**config.mk**
```make
export PLATFORM = sky130hd
export DESIGN_NAME = pal_sync_sequencer
export DESIGN_NICKNAME = d
export VERILOG_FILES = /design/src/rtl/pal_sync_sequencer.sv
export SDC_FILE = /design/constraint.sdc
export NUM_CORES = 1
export LEC_CHECK = 0
export BUFFER_PORTS_ARGS = -buffer_cell sky130_fd_sc_hd__buf_4
export CORE_MARGIN = 2
export CORE_UTILIZATION = 60
export CTS_BUF_LIST = sky130_fd_sc_hd__clkbuf_8
export DETAILED_ROUTE_END_ITERATION = 7
export PLACE_DENSITY = 0.86
export SLEW_MARGIN = 5
export SYNTH_ARGS = -nofsm -noshare
export SYNTH_HDL_FRONTEND = slang
export SYNTH_SLANG_ARGS = --single-unit
```
**constraint.sdc**
```tcl
create_clock -name clkp -period 4.4 [get_ports clkp]
set_input_delay 0 -clock clkp [delete_from_list [all_inputs] [get_ports clkp]]
set_output_delay 0 -clock clkp [all_outputs]
set_load 0.01 [all_outputs]
```
**src/rtl/pal_sync_sequencer.sv**
```systemverilog
// rtl/pal_sync_sequencer.sv - raster timing, composite sync and gated video for a progressive PAL-style frame
//
// Purpose: walks an H_TOTAL x V_TOTAL raster on pixel clock-enable ticks of the
// carrier clock, decodes the composite sync pattern for each position (broad,
// equalising or normal line sync), gates the upstream pixel into the active
// window and registers both towards the RF emitter.
//
// Ports:
//   clkp        200 MHz carrier clock
//   rst         asynchronous active-high reset
//   ce          pixel tick; counters and outputs move only on clkp edges with ce=1
//   en          run enable; low forces the raster back to (0,0) on the next clkp edge
//   pix_in      pixel for the position currently shown on hpos/vpos (1 = white)
//   hpos        horizontal position 0..H_TOTAL-1
//   vpos        line number 0..V_TOTAL-1
//   active      combinational, current position lies inside the active window
//   csync       registered composite sync, 0 = sync tip
//   video       registered video bit, 0 = black
//   line_start  one-clkp pulse after the tick that wrapped hpos to 0
//   frame_start one-clkp pulse after the tick that wrapped (hpos,vpos) to (0,0)

module pal_sync_sequencer #(
    parameter int H_TOTAL     = 512,
    parameter int HSYNC_LEN   = 38,
    parameter int EQ_LEN      = 19,
    parameter int BROAD_LEN   = 218,
    parameter int ACT_START   = 96,
    parameter int ACT_LEN     = 416,
    parameter int V_TOTAL     = 312,
    parameter int V_ACT_START = 40,
    parameter int V_ACT_LEN   = 256
) (
    input  logic       clkp,
    input  logic       rst,
    input  logic       ce,
    input  logic       en,
    input  logic       pix_in,
    output logic [9:0] hpos,
    output logic [8:0] vpos,
    output logic       active,
    output logic       csync,
    output logic       video,
    output logic       line_start,
    output logic       frame_start
);

    // Thresholds pre-sized to the counter widths so every compare is same-width.
    localparam logic [9:0] H_LAST       = 10'(H_TOTAL - 1);
    localparam logic [9:0] H_HALF       = 10'(H_TOTAL / 2);
    localparam logic [9:0] H_SYNC_END   = 10'(HSYNC_LEN);
    localparam logic [9:0] H_EQ_END     = 10'(EQ_LEN);
    localparam logic [9:0] H_BROAD_END  = 10'(BROAD_LEN);
    localparam logic [9:0] H_HEQ_END    = 10'(H_TOTAL / 2 + EQ_LEN);
    localparam logic [9:0] H_HBROAD_END = 10'(H_TOTAL / 2 + BROAD_LEN);
    localparam logic [9:0] H_ACT_FIRST  = 10'(ACT_START);
    localparam logic [9:0] H_ACT_END    = 10'(ACT_START + ACT_LEN);

    localparam logic [8:0] V_LAST       = 9'(V_TOTAL - 1);
    localparam logic [8:0] V_BROAD_LAST = 9'd2;
    localparam logic [8:0] V_POSTEQ_LAST = 9'd4;
    localparam logic [8:0] V_PREEQ_FIRST = 9'(V_TOTAL - 2);
    localparam logic [8:0] V_ACT_FIRST  = 9'(V_ACT_START);
    localparam logic [8:0] V_ACT_END    = 9'(V_ACT_START + V_ACT_LEN);

    typedef enum logic [1:0] {
        LINE_BROAD  = 2'd0,
        LINE_EQ     = 2'd1,
        LINE_NORMAL = 2'd2
    } line_class_t;

    logic [9:0]  hpos_q, hpos_d;
    logic [8:0]  vpos_q, vpos_d;
    logic        csync_q, csync_d;
    logic        video_q, video_d;
    logic        line_start_q, line_start_d;
    logic        frame_start_q, frame_start_d;

    line_class_t line_class;
    logic        sync_low;
    logic        h_active;
    logic        v_active;
    logic        pos_active;
    logic        second_half;

    // Pre-equalising lines at the end of the frame share the post-equalising pattern.
    always_comb begin
        line_class = LINE_NORMAL;
        if (vpos_q <= V_BROAD_LAST) begin
            line_class = LINE_BROAD;
        end else if ((vpos_q <= V_POSTEQ_LAST) || (vpos_q >= V_PREEQ_FIRST)) begin
            line_class = LINE_EQ;
        end
    end

    // Broad and equalising lines carry two pulses, one at each half-line point.
    always_comb begin
        second_half = (hpos_q >= H_HALF);
        sync_low    = 1'b0;
        case (line_class)
            LINE_BROAD:  sync_low = (hpos_q < H_BROAD_END) ||
                                    (second_half && (hpos_q < H_HBROAD_END));
            LINE_EQ:     sync_low = (hpos_q < H_EQ_END) ||
                                    (second_half && (hpos_q < H_HEQ_END));
            default:     sync_low = (hpos_q < H_SYNC_END);
        endcase
    end

    always_comb begin
        h_active   = (hpos_q >= H_ACT_FIRST) && (hpos_q < H_ACT_END);
        v_active   = (vpos_q >= V_ACT_FIRST) && (vpos_q < V_ACT_END);
        pos_active = h_active && v_active;
    end

    // Outputs are decoded from the position being left, so csync/video trail
    // the counters by exactly one tick. Pulses default low so they last one clkp.
    always_comb begin
        hpos_d        = hpos_q;
        vpos_d        = vpos_q;
        csync_d       = csync_q;
        video_d       = video_q;
        line_start_d  = 1'b0;
        frame_start_d = 1'b0;
        if (!en) begin
            hpos_d  = 10'd0;
            vpos_d  = 9'd0;
            csync_d = 1'b1;
            video_d = 1'b0;
        end else if (ce) begin
            csync_d = ~sync_low;
            video_d = pix_in & pos_active & ~sync_low;
            if (hpos_q == H_LAST) begin
                hpos_d       = 10'd0;
                line_start_d = 1'b1;
                if (vpos_q == V_LAST) begin
                    vpos_d        = 9'd0;
                    frame_start_d = 1'b1;
                end else begin
                    vpos_d = vpos_q + 9'd1;
                end
            end else begin
                hpos_d = hpos_q + 10'd1;
            end
        end
    end

    always_ff @(posedge clkp or posedge rst) begin
        if (rst) begin
            hpos_q        <= 10'd0;
            vpos_q        <= 9'd0;
            csync_q       <= 1'b1;
            video_q       <= 1'b0;
            line_start_q  <= 1'b0;
            frame_start_q <= 1'b0;
        end else begin
            hpos_q        <= hpos_d;
            vpos_q        <= vpos_d;
            csync_q       <= csync_d;
            video_q       <= video_d;
            line_start_q  <= line_start_d;
            frame_start_q <= frame_start_d;
        end
    end

    assign hpos        = hpos_q;
    assign vpos        = vpos_q;
    assign active      = pos_active;
    assign csync       = csync_q;
    assign video       = video_q;
    assign line_start  = line_start_q;
    assign frame_start = frame_start_q;

endmodule

```
==> reports/metrics.csv <==
metric,value,unit
grt_pass1_vias,1263,
power_switching,0.0000893,W
end_kind,register,
slew_violations,0,
async_flop_share,1.00,
drtIter0Drc,44,
clkTransAtPathRegs,0.08,ns
initial_core_util,0.650,
tns,0,ns
path_cells,inv_1 -> ha_1 -> nand2b_1 -> and4b_1 -> or4_1 -> a41oi_2,
coreArea,2250,um^2
syn_inst,156,
overflow,0,
detail-route-antenna-nets,0,
synth_nets,164,
synth_edf_count,0,
numPortBuffers,28,
cts_tree,built,
synth.distinct_cells,48,
grt_antenna_before_repair,0,
grt_pass1_wl,5.77,mm
rows,17,
crit_family,simple AND/OR/NAND/NOR gates,
leakage,0.788,nW
cts_setup_buffers,0,
grt_use_total,0.280,
path_class,register to register,
post_cts_resized,0,
place.gp.congestion,0.885,
die_h,53.4,um
grt_max_degree,24,
hp-class,primary input to register,
p_clk_frac,0.350,
finalWirelength,3.55,mm
filler_cell_count,177,
routed_via_density,6.46,
rsz0062_at_grt,no,
status,"complete, no violations",
p_sw_frac,0.237,
post-route-util,0.755,
n_antenna_cell,0,
layout_min_cycle_time,2.01,ns
slowest_delay,0.57,ns
maxCapViolations,0,
cp.required,4.59,ns
vias,1351,
vdd_drop_max,169,uV
cts.path.max_buffers,2,
numCtsBuffers,3,
multi_input_area,798,um^2
critPathLaunchType,register,
htreeDepth,1,
worst_pin_slew,0.887,ns
yosys_most_used_dff,dfrtp_1,
synth_area,1470,um^2
setup_viol,0,
p_int,0.000288,W
synth.avg_cell_area,9.40,um^2
skew,0.00404,ns
die_w,53.4,um
ys_ff_latch,23,
p_seq_frac,0.577,
seqCellArea,577,um^2
yosys_warnings,0,
hold_viol_final,0,
fmax,0.499,GHz
hpwlAfterDp,2.45,mm
min_period_over_period,0.456,
arrival,2.20,ns
clock_latency,0.27,ns
die_area,2860,um^2
first_pass_iters,4,
nNetsFinal,190,
syn_to_final_growth,16.0,%
power_density,222,nW/um^2
critPathBufInv,1,
crit_fanout,7,
power_frac_comb,0.072,
ys_seq_area_frac,0.393,
critPathSlowestCell,or4_1,
relSlewSlack,0.408,
cts_sinks,23,
cts_hold_buf,1,
drc,0,
drive_gt1_frac,0.232,
io_pins,29,
cts_root_buffer,clkbuf_8,
wire_per_inst,17.0,um
[cell usage in the layout (no fill, tap or decap), types with 4 or more instances in the layout]
| master | count |
|---|---|
| xor2_1 | 4 |
| and2_1 | 5 |
| or4_1 | 4 |
| buf_4 | 28 |
| nor3_1 | 4 |
| dfrtp_1 | 22 |
| o211ai_1 | 4 |
| nand3_1 | 9 |
| o21ai_0 | 6 |
| o31ai_1 | 4 |
| nand2_1 | 10 |
| inv_1 | 8 |
| a21oi_1 | 7 |
| nor2_1 | 12 |
| nand4_1 | 4 |
[registers in the layout (all words and copies together), names as in the netlist]
| name | count |
|---|---|
| csync | 1 |
| frame_start | 1 |
| hpos | 10 |
| line_start | 1 |
| video | 1 |
| vpos | 9 |
[synth_stat cells, types with 2 or more instances]
cell type,count,area [um^2]
and2_1,5,31.3
dfrtp_1,22,551
nor2_1,12,45.0
xnor2_1,3,26.3
and3_1,3,18.8
nand4_1,4,25.0
or4_1,4,30.0
o211ai_1,4,30.0
nand2_1,10,37.5
xor2_1,4,35.0
inv_1,7,26.3
ha_1,3,37.5
nor3_1,4,20.0
o311ai_0,2,17.5
a31oi_1,2,12.5
and4_1,3,26.3
buf_4,5,37.5
o21a_1,3,22.5
nand2b_1,3,18.8
and4b_1,2,20.0
o31ai_1,4,30.0
o21ai_0,6,30.0
buf_6,2,22.5
nand3_1,9,45.0
a21oi_1,7,35.0
[layer usage]
layer  vias to the layer above  track usage  share of wire
met5                         -            0              0
met4                         0       0.0940          0.014
met3                         7       0.0452          0.073
met2                        66        0.440           0.46
met1                       646        0.387           0.45
li1                        632            -              -
[cells by family (layout without fill, tap and decap cells)]
kind of cell	after synthesis	count (layout)	synth area share
xor gates and xnor gates	7	7	0.0418
adders and majority gates	3	3	0.0256
and+or+nand+nor	71	71	0.294
AOI/OAI and AO/OA	36	36	0.176
DFF	23	23	0.393
buffers and inverters	15	40	0.0623
muxes	1	1	0.00683
[worst min-delay path, cell delays in order]
cell	delay [ns]
buf_4	0.14
xnor2_1	0.08
nor2_1	0.08
[layout make-up]
class | instances | area share
well taps | 28 | 0.0206
inverters | 7 | 0.0154
repair buffers | 29 | 0.129
clock buffers | 3 | 0.0243
multi-input cells | 118 | 0.469
flip-flops and latches | 23 | 0.339
clock inverters | 1 | 0.00221
[worst paths after layout]
path / startpoint / to / slack (ns) / cells after the start
worst max-delay path: vpos[0] / csync / 2.39 / 6
worst min-delay path: ce / hpos[0] / 0.07 / 3
worst max register to register: vpos[0] / csync / 2.39 / 6
worst min register to register: csync / csync / 0.56 / 2
max in group asynchronous: rst / vpos[3] / 3.38 / 3
min in group asynchronous: rst / hpos[9] / 0.48 / 3
[through the flow]
step	power (W)	std cells	setup slack, ns	hold WS, ns	area, um^2
4_1_cts	0.000378	209	2.43	0.0694	1700
3_3_place_gp	0.000247	204	2.58	0.225	1650
5_1_grt	0.000392	209	2.31	0.0908	1700
2_1_floorplan	0.000237	156	2.55	0.00118	1470
3_5_place_dp	0.000248	204	2.48	0.261	1650
6_report	0.000377	209	2.39	0.0739	1700
[power groups by stage]
| stage | combinational [W] | clock (W) | sequential [W] |
|---|---|---|---|
| after CTS | 0.0000275 | 0.000133 | 0.000217 |
| final | 0.0000273 | 0.000132 | 0.000218 |
| after global routing | 0.0000302 | 0.000143 | 0.000218 |
| after global placement | 0.0000257 | 0 | 0.000221 |
| after floorplan | 0.0000149 | 0 | 0.000222 |
| after detailed placement | 0.0000268 | 0 | 0.000222 |
Power figures use the tool's default switching activity.
